==> src/rtl/rx_pkg.sv <==
// ============================================================
// Package : rx_pkg
// Shared state encoding and line levels for the serial receiver.
// Rev     : 1.0
// ============================================================
`default_nettype none

package rx_pkg;

  typedef enum logic [1:0] {
    RX_IDLE,
    RX_DATA,
    RX_STOP
  } rx_state_t;

  localparam logic START_BIT = 1'b0;
  localparam logic STOP_BIT  = 1'b1;

endpackage

`default_nettype wire

==> src/rtl/sipo_shifter.sv <==
// ============================================================
// Module : sipo_shifter
// Serial-in parallel-out shift register with selectable bit order.
// Rev    : 1.0
// ============================================================
`default_nettype none

module sipo_shifter #(
  parameter int WIDTH     = 8,
  parameter bit MSB_FIRST = 1'b1
) (
  input  logic             clock,
  input  logic             reset_L,
  input  logic             en,
  input  logic             serial_bit,
  output logic [WIDTH-1:0] q
);

  logic [WIDTH-1:0] r_q;
  logic [WIDTH-1:0] w_next;

  // MSB-first pushes in at bit 0 so the first bit ends in the top position.
  if (MSB_FIRST) begin : g_msb_first
    assign w_next = {r_q[WIDTH-2:0], serial_bit};
  end else begin : g_lsb_first
    assign w_next = {serial_bit, r_q[WIDTH-1:1]};
  end

  always_ff @(posedge clock or negedge reset_L) begin
    if (!reset_L) begin
      r_q <= '0;
    end else if (en) begin
      r_q <= w_next;
    end
  end

  assign q = r_q;

endmodule

`default_nettype wire

==> src/rtl/serial_receiver.sv <==
// ============================================================
// Module : serial_receiver
// Framed serial receive end with valid/ready output and sticky errors.
// Rev    : 1.0
// ============================================================
`default_nettype none

module serial_receiver
  import rx_pkg::*;
#(
  parameter int WIDTH     = 8,
  parameter bit MSB_FIRST = 1'b1
) (
  input  logic             clock,
  input  logic             reset_L,
  input  logic             serial_in,
  input  logic             bit_en,
  input  logic             ready,
  input  logic             err_clear,
  output logic [WIDTH-1:0] data,
  output logic             data_valid,
  output logic             framing_err,
  output logic             overrun_err,
  output logic             busy
);

  localparam int             CW         = $clog2(WIDTH);
  localparam logic [CW-1:0]  C_LAST_BIT = CW'(WIDTH - 1);

  rx_state_t        r_state;
  logic [CW-1:0]    r_count;
  logic [WIDTH-1:0] r_data;
  logic             r_valid;
  logic             r_ferr;
  logic             r_oerr;

  logic             w_shift_en;
  logic [WIDTH-1:0] w_shift_q;

  assign w_shift_en = bit_en && (r_state == RX_DATA);

  sipo_shifter #(
    .WIDTH     (WIDTH),
    .MSB_FIRST (MSB_FIRST)
  ) u_shifter (
    .clock      (clock),
    .reset_L    (reset_L),
    .en         (w_shift_en),
    .serial_bit (serial_in),
    .q          (w_shift_q)
  );

  // Handshake and error clearing come first so a same-edge event below overrides them.
  always_ff @(posedge clock or negedge reset_L) begin
    if (!reset_L) begin
      r_state <= RX_IDLE;
      r_count <= '0;
      r_data  <= '0;
      r_valid <= 1'b0;
      r_ferr  <= 1'b0;
      r_oerr  <= 1'b0;
    end else begin
      if (r_valid && ready) begin
        r_valid <= 1'b0;
      end
      if (err_clear) begin
        r_ferr <= 1'b0;
        r_oerr <= 1'b0;
      end
      if (bit_en) begin
        case (r_state)
          RX_IDLE: begin
            if (serial_in == START_BIT) begin
              r_state <= RX_DATA;
              r_count <= '0;
            end
          end
          RX_DATA: begin
            r_count <= r_count + CW'(1);
            if (r_count == C_LAST_BIT) begin
              r_state <= RX_STOP;
            end
          end
          RX_STOP: begin
            r_state <= RX_IDLE;
            if (serial_in == STOP_BIT) begin
              if (!r_valid || ready) begin
                r_data  <= w_shift_q;
                r_valid <= 1'b1;
              end else begin
                r_oerr <= 1'b1;
              end
            end else begin
              r_ferr <= 1'b1;
            end
          end
          default: r_state <= RX_IDLE;
        endcase
      end
    end
  end

  assign data        = r_data;
  assign data_valid  = r_valid;
  assign framing_err = r_ferr;
  assign overrun_err = r_oerr;
  assign busy        = (r_state != RX_IDLE);

endmodule

`default_nettype wire

==> config.mk <==
export PLATFORM = sky130hd
export DESIGN_NAME = serial_receiver
export DESIGN_NICKNAME = d
export VERILOG_FILES = /design/src/rtl/rx_pkg.sv /design/src/rtl/sipo_shifter.sv /design/src/rtl/serial_receiver.sv
export SDC_FILE = /design/constraint.sdc
export NUM_CORES = 1
export LEC_CHECK = 0
export CAP_MARGIN = 10
export CORE_MARGIN = 1.5
export CORE_UTILIZATION = 53
export CTS_BUF_LIST = sky130_fd_sc_hd__clkbuf_8
export DETAILED_ROUTE_END_ITERATION = 8
export PLACE_DENSITY = 0.8
export SETUP_SLACK_MARGIN = 0.02
export SLEW_MARGIN = 20
export SYNTH_ARGS = -nofsm -noshare
export SYNTH_HDL_FRONTEND = slang
export SYNTH_SLANG_ARGS = --single-unit
export TNS_END_PERCENT = 100
==> constraint.sdc <==
create_clock -name clock -period 1.7 [get_ports clock]
set_clock_uncertainty 0.15 [all_clocks]
set_input_delay 0.34 -clock clock [delete_from_list [all_inputs] [get_ports clock]]
set_output_delay 0.34 -clock clock [all_outputs]
set_load 0.01 [all_outputs]
# Word-level counts from Yosys, hierarchy flattened
# Index checks and enable logic that the tools add are counted.
classes:
  add_sub_neg: 1
  eq_ne: 5
  n_mux: 19
  reduce_logical: 10
op_table:
  columns: ["cell", "count"]
  rows:
  - ["2-to-1 mux 1 bit", 14]
  - ["case mux 3 bit (2 select lines)", 1]
  - ["AND reduction 3 bit", 2]
  - ["2-to-1 mux 2 bit", 2]
  - ["case mux 2 bit (2 select lines)", 1]
  - ["AND reduction 4 bit", 1]
  - ["nonzero test 2 bit", 2]
  - ["adder 3 x 1 -> 3 bit, second input constant", 1]
  - ["== test 3 bit, second input constant", 1]
  - ["2-to-1 mux 3 bit", 1]
  - ["== test 2 x 1 -> 1 bit, second input constant", 1]
  - ["== test 2 bit, second input constant", 1]
  - ["logical AND 1 bit", 2]
  - ["logical NOT 2 bit", 1]
  - ["inequality test 2 x 1 -> 1 bit, second input constant", 1]
  - ["inequality test 2 bit, second input constant", 1]
  - ["logical NOT 1 bit", 1]
  - ["logical OR 1 bit", 1]
word_totals:
  register_bits: 24
  in_bits: 6
  output_inout_bits: 12
  elab_cells: 42

# Logic depth before layout (Yosys ltp)
# Gate-level depths: netlist (run 1).
logic_depth:
  word_depth: 6
  depth_mapped: 4
  depth_no_buf: 4

# Cells and area by module
# A second synthesis (run 1) with hierarchy kept.
hier_totals:
  hier_cells: 65
  hier_area_um2: 1039.7
modules_own_cells:
  columns: ["module", "instances", "cells_each", "area_per_inst_um2"]
  rows:
  - ["serial_receiver", 1, 48, 708.2]
  - ["sipo_shifter", 1, 17, 331.6]

# Worst setup path before layout (run 1)
# Ideal clock, no wire load.
synth_path:
  path_type: "flip-flop to flip-flop"
  startpoint: "reg r_state[0]"
  endpoint: "reg r_data[0] (netlist: data[0])"
  setup_ns: 0.125
  arrival_time_ns: 1.201
  slack_ns: 0.224
  path_stages_with_launch: 5
  path_cell_list: "dfrtp_1 nand4b_1 nor2b_2 buf_6 mux2_4"
synth_via:
  elab_chain_len: 2
synth_lines:
  columns: ["element", "line_no", "source"]
  rows:
  - ["from (decl)", "serial_receiver.sv:30", "rx_state_t r_state;"]
  - ["from (signal assigned)", "serial_receiver.sv:56", "r_state <= RX_IDLE;"]
  - ["from (signal assigned)", "serial_receiver.sv:74", "r_state <= RX_DATA;"]
  - ["from (signal assigned)", "serial_receiver.sv:81", "r_state <= RX_STOP;"]
  - ["== test 2 bit", "serial_receiver.sv:71", "case (r_state)"]
  - ["AND reduction 4 bit (no line)", null, null]
  - ["to (signal assigned)", "serial_receiver.sv:88", "r_data <= w_shift_q;"]
  - ["to (decl)", "serial_receiver.sv:32", "logic [WIDTH-1:0] r_data;"]
# No other way between the ends.
# A chain may end at the register's enable or synchronous reset.

# Worst setup path in the final report (run 1)
layout_path:
  startpoint: "reg r_data[6] (netlist: data[6])"
  endpoint: "out data[6]"
layout_rtl:
  columns: ["element", "line_no", "source"]
  rows:
  - ["to (decl)", "serial_receiver.sv:20", "output logic [WIDTH-1:0] data,"]
# No word-level cell between the ends.

==> summary.txt, run 1 <==
Synthesis
  – Warnings from Yosys: 0
  – Syn_nets: 74
  – Mapped cell area: slightly above 1000 sq um
  – Mapped Cells: 66
  – Post-synthesis register bit count: 24
  – Syn avg cell area: between 15 and 20 sq um
  – Sequential share of the synthesized area: 0.586
  – Count of cell types in the netlist: 19

Run status
  – Status: complete, no violations

Setup path
  – WS Path Type: flop to output pin
  – Largest stage delay on the critical path: 540 ps
  – FF-to-FF path depth: 5
  – Worst r2r src: r_state[1]$_DFFE_PN0P_
  – CP Launch Type: flop
  – Crit end category: output pin
  – Critical Path RT: ~1200 ps
  – Worst-path cell chain: clkdlybuf4s50_1
  – Family with the most delay on the worst path: buffers and inverters
  – CP endpoint: data[6]
  – R2R setup slack: between 100 and 150 ps
  – WP data arrival: 1160 ps
  – CP Depth: 1
  – FF-to-FF End: data[6]$_DFFE_PN0P_
  – CP max FO: 2
  – Setup crit start: data[6]$_DFFE_PN0P_
  – Slowest cell on crit path: clkdlybuf4s50_1
  – Worst path bufs/invs: 1

Timing
  – Max frequency: a little over 0.6 GHz
  – Setup TNS: 0 ps
  – Period minus WS final: ~1600 ps
  – RSZ-0062 raised after global routing: false
  – Final hold violation count: 0
  – # setup viols final: 0
  – Slew Limit Fails: 0
  – Max_slew headroom: 0.772
  – Tcrit/Tclk final: 0.970
  – Worst Tran Pin Value: ~340 ps

Die
  – Core region area: 1760 sq um
  – Die ar.: approximately 2200 sq um
  – Chip width: between 40 and 50 um
  – # rows: 15
  – Top Ports: 18
  – Die H: 47.0 um
  – Starting density of the core: 0.581

Power
  – Post-route total power: roughly 0.0020 W
  – Cell Pwr Density: roughly 1500 nW/um^2
  – Peak VDD IR: around 1.1 mV
  – Pleak: approximately 0.73 nW

CTS
  – Reg clk slew, reported paths: 90 ps
  – Htree depth: 1
  – Hold_buf cts: 0
  – Root buf cell: clkbuf_8
  – Longest Clk Path Bufs: 2
  – CTS tree: built
  – CTS buffer count: 3
  – Worst-skew pair later-pin latency: between 200 and 300 ps
  – CTS sink count: 24

Run
  – Maxcap violations: 0

Detailed routing
  – Vias: 592
  – Drt pass-1 iters: 1
  – Post-Route WL: between 1500 and 2000 um
  – DRT iter0 DRCs: 0
  – DRC violations left: 0
  – DR vias/cell: between 5 and 6
  – Wirelength per Cell: between 15 and 20 um
  – Routed Antenna Nets: 0

Global route
  – Initial antenna violation count: 0
  – First-pass GRT wire length: ~2800 um
  – Total congestion overflow: 0
  – GR Util All Layers: 0.190
  – Vias in the first global route: a little over 600
  – Largest net degree at the start of global routing: 25

Worst hold path
  – Class of the worst hold path: input port to asynchronous set/reset pin

Placed design
  – Placed cell count: ~110
  – RePlAce Congestion: 0.718
  – DP Wirelength: 1180 um
  – IO Port Bufs: 17

Finish
  – Most frequent cells in the layout: dfrtp_1, mux2_4, clkdlybuf4s50_1, dlymetal6s2s_1, buf_4
  – Area growth syn-to-layout: 31.5%
  – # nets final: roughly 100
  – ANT cells: 0
  – Layout cells sized above 1: 0.359
  – Post-Layout Cell Count: 117
  – Leading cell type in the layout, fill and taps excluded: dfrtp_1
[metal layers]
layer,track usage,part of all wire,vias to the layer above
li1,-,-,285
met1,0.248,0.44,294
met2,0.326,0.53,11
met3,0.0346,0.024,2
met4,0.0500,0.0087,0
met5,0,0,-
[power breakdown]
group          switching [W]  internal (W)
combinational       0.000209      0.000395
clock               0.000178      0.000315
sequential          0.000143      0.000752
[sequential cells by signal (all words and copies together), names as in the netlist]
register     cells
data             8
u_shifter.q      8
r_count          3
r_state          2
data_valid       1
framing_err      1
overrun_err      1
[cell usage after synthesis]
library cell	number	area, sq um
or2_2	1	6.26
nor3b_1	1	7.51
o2bb2ai_1	1	8.76
ha_1	2	25.0
a22o_1	2	17.5
buf_6	2	22.5
o21ai_0	3	15.0
nand2_1	2	7.51
a22o_2	1	10.0
mux2_2	3	33.8
nor2b_1	1	6.26
inv_1	4	15.0
nand2b_1	1	6.26
o22ai_1	1	6.26
dfrtp_1	24	601
nor2b_2	1	8.76
mux2_4	14	210
and2_4	1	8.76
nand4b_1	1	8.76
[what timing repair did]
item,in CTS,in global routing
gates resized for setup,5,7
pin swaps,1,0
setup endpoints to repair,9,14
setup buffers,1,0
[cells by family (layout without fill, tap and decap cells)]
logic type      Yosys count  in the layout  synth area share
flops                    24             24             0.586
mux                      17             17             0.238
simple gates              9              9            0.0586
compound gates            8              8            0.0562
buf+inv                   6             32            0.0366
fa+ha+maj                 2              2            0.0244
[how the worst min path moves through the flow]
stage                                             to  cells past startpoint              startpoint
after detailed placement      r_count[2]$_DFFE_PN0P_                      1  r_count[2]$_DFFE_PN0P_
after floorplan                  data[0]$_DFFE_PN0P_                      0                 reset_L
final                            data[5]$_DFFE_PN0P_                      2                 reset_L
after global routing      u_shifter.q[3]$_DFFE_PN0P_                      2                 reset_L
after CTS                        data[5]$_DFFE_PN0P_                      2                 reset_L
after global placement        r_count[2]$_DFFE_PN0P_                      1  r_count[2]$_DFFE_PN0P_
[through the flow]
| stage | utilization | hold WS [ps] | area, sq um | setup WS [ps] |
|---|---|---|---|---|
| 4_1_cts | 0.765 | 286 | 1350 | 20.5 |
| 3_5_place_dp | 0.719 | 342 | 1270 | -262 |
| 5_1_grt | 0.764 | 301 | 1350 | 24.0 |
| 3_3_place_gp | 0.719 | 338 | 1270 | -208 |
| 2_1_floorplan | - | -106 | 1020 | 224 |
| 6_report | 0.764 | 274 | 1350 | 50.6 |
[area by class of cell]
| cell class | instances | area [sq um] |
|---|---|---|
| clock buffers | 3 | 41.3 |
| flip-flops and latches | 24 | 601 |
| inverters | 4 | 15.0 |
| repair buffers | 24 | 243 |
| well taps | 25 | 31.3 |
| fillers | 135 | 417 |
| multi-input cells | 36 | 387 |
| clock inverters | 1 | 30.0 |
Power figures use the tool's default switching activity.
==> run 2, diff against run 1 <==
--- a/config.mk
+++ b/config.mk
@@ -6,11 +6,11 @@
 export NUM_CORES = 1
 export LEC_CHECK = 0
 export CAP_MARGIN = 10
+export CORE_ASPECT_RATIO = 1.5
 export CORE_MARGIN = 1.5
-export CORE_UTILIZATION = 53
-export CTS_BUF_LIST = sky130_fd_sc_hd__clkbuf_8
+export CORE_UTILIZATION = 50
 export DETAILED_ROUTE_END_ITERATION = 8
-export PLACE_DENSITY = 0.8
+export PLACE_DENSITY = 0.76
 export SETUP_SLACK_MARGIN = 0.02
 export SLEW_MARGIN = 20
 export SYNTH_ARGS = -nofsm -noshare
==> run 2 against run 1 <==
Compared with the run above: register-to-register slack got worse by 60 ps; setup slack better by 1.7 ps; final cell count fell by 0.85%; via count grew 2.2%; wire length shrank 11%; maximum frequency increased by 0.10%; non-clock buffer count increased by 3; flip-flop and latch count stayed put; utilization down 5.9 points; critical endpoint is now busy; largest cell class unchanged; largest power group unchanged; highest routed layer unchanged.
==> summary.txt, run 2 (synthesized netlist as in run 1, its figures left out) <==
Power
  – Peak VDD IR: between 0.9 and 1 mV
  – Int Power: between 0.001 and 0.0015 W
  – Cell Pwr Density: roughly 1400 nW/um^2
  – Switching power: 0.000494 W
  – Sw Ratio: 0.262
  – Clock power share: 0.211
  – Post-route total power: roughly 0.0019 W
  – Pleak: around 0.7 nW
  – Comb pwr share: 0.318
  – Sequential share of power: 0.471

Finish
  – Area growth syn-to-layout: 29.2%
  – Leading cell type in the layout, fill and taps excluded: dfrtp_1
  – FF+latch area: ~600 sq um
  – Core Util, Final: 0.705
  – Fill cells: approximately 130
  – Most frequent cells in the layout: dfrtp_1, mux2_4, dlygate4sd2_1, buf_4, clkdlybuf4s50_1
  – Layout cells sized above 1: 0.379
  – Multi-input gate area: 387 sq um
  – ANT cells: 0
  – # nets final: ~100

Setup path
  – CP endpoint: busy
  – Largest stage delay on the critical path: around 420 ps
  – Slowest cell on crit path: dfrtp_1
  – R2R setup slack: ~80 ps
  – Crit end category: output pin
  – CP Depth: 2
  – FF-to-FF End: data[5]$_DFFE_PN0P_
  – Worst-path cell chain: or2_2, buf_2
  – Family with the most delay on the worst path: flip-flops
  – Setup crit start: r_state[0]$_DFFE_PN0P_
  – WS Path Type: flop to output pin
  – FF-to-FF path depth: 5
  – Critical Path RT: about 1200 ps
  – CP max FO: 3
  – Worst path bufs/invs: 1
  – CP Launch Type: flop
  – Worst r2r src: r_state[0]$_DFFE_PN0P_
  – WP data arrival: around 1200 ps

CTS
  – Reg clk slew, reported paths: roughly 120 ps
  – Htree depth: 1
  – Longest Clk Path Bufs: 2
  – CTS sink count: 24
  – CTS buffer count: 3
  – CTS tree: built
  – Worst-skew pair later-pin latency: about 300 ps
  – Root buf cell: clkbuf_4

Detailed routing
  – Routed Antenna Nets: 0
  – DRT iter0 DRCs: 7
  – DR vias/cell: around 5.2
  – Post-Route WL: about 1600 um
  – Vias: 605
  – Drt pass-1 iters: 4
  – DRC violations left: 0
  – Wirelength per Cell: 14.1 um

Die
  – Die H: just under 60 um
  – Top Ports: 18
  – Chip width: roughly 40 um
  – # rows: 19
  – Starting density of the core: 0.546
  – Die ar.: between 2000 and 2500 sq um
  – Core region area: 1880 sq um

Global route
  – Largest net degree at the start of global routing: 25
  – Initial antenna violation count: 0
  – First-pass GRT wire length: ~2800 um
  – GR Util All Layers: 0.172
  – Vias in the first global route: 684
  – Total congestion overflow: 0

Timing
  – Period minus WS final: 1650 ps
  – Tcrit/Tclk final: 0.969
  – Final hold violation count: 0
  – Slew Limit Fails: 0
  – Max frequency: 0.607 GHz
  – # setup viols final: 0
  – Max_slew headroom: 0.752
  – RSZ-0062 raised after global routing: false
  – Worst Tran Pin Value: around 370 ps

Run status
  – Status: complete, no violations

Placed design
  – RePlAce Congestion: roughly 0.75
  – DP Wirelength: between 1000 and 1500 um
  – IO Port Bufs: 17

Run
  – Maxcap violations: 0

Worst hold path
  – Class of the worst hold path: input port to asynchronous set/reset pin
-- run 2: cell count changes in the layout (fill, tap and decap cells not counted), sizes merged --
cell           before  now
clkbuf              4    3
dlymetal6s2s        6    0
dlygate4sd2         2   11
buf                 7   11
clkdlybuf4s50       8    5
-- run 2: metrics by stage --
step / setup TNS, ps / cells / cell area [sq um] / hold WS (ps) / setup WS, ps
detailed placement: -3100 / 111 / 1280 / 347 / -197
floorplan: 0 / 66 / 1020 / -106 / 224
finish: 0 / 116 / 1320 / 229 / 52.3
global route: 0 / 116 / 1320 / 244 / 16.7
CTS: 0 / 115 / 1310 / 234 / 58.7
global placement: -2580 / 111 / 1280 / 339 / -175
-- run 2: what timing repair did --
item / 4_1_cts / 5_1_grt
hold buffers: 0 / 0
setup buffers: 0 / 1
setup endpoints to repair: 12 / 2
resized for setup: 15 / 1
-- run 2: worst register-to-register path, stage by stage (launching register included) --
cell      delay [ps]
dfrtp_1          420
buf_6            130
nand4b_1         190
nor2b_2          180
buf_12           150
mux2_4           300
-- run 2: layout make-up --
type                       count  area share
tap                           21      0.0198
timing repair buffer          27       0.183
multi-input combinational     36       0.292
clock buffer                   3      0.0170
clock inverter                 1      0.0227
sequential                    24       0.454
inverter                       4      0.0113
-- run 2: worst min path at each step --
| stage | end | slack, ps | depth (start not counted) |
|---|---|---|---|
| 6_report | r_state[1]$_DFFE_PN0P_ | 230 | 2 |
| 2_1_floorplan | data[0]$_DFFE_PN0P_ | -110 | 0 |
| 3_5_place_dp | data[1]$_DFFE_PN0P_ | 350 | 1 |
| 5_1_grt | r_count[2]$_DFFE_PN0P_ | 240 | 2 |
| 4_1_cts | data[5]$_DFFE_PN0P_ | 230 | 2 |
| 3_3_place_gp | r_count[2]$_DFFE_PN0P_ | 340 | 1 |
-- run 2: power groups by stage --
stage               Combinational [W]  Sequential [W]  Clock [W]
floorplan                    0.000402        0.000877          0
global placement             0.000595        0.000882          0
detailed placement           0.000616        0.000899          0
CTS                          0.000581        0.000885   0.000408
global route                 0.000652        0.000911   0.000430
finish                       0.000598        0.000888   0.000398
-- run 2: routing by layer --
layer | global-route usage | share of wire | wire, um | vias to the layer above
met3 | 0.0226 | 0.028 | 46 | 2
met5 | 0 | 0 | 0 | -
met1 | 0.205 | 0.43 | 698 | 303
met2 | 0.293 | 0.53 | 877 | 12
li1 | - | - | - | 288
met4 | 0.0739 | 0.010 | 17 | 0
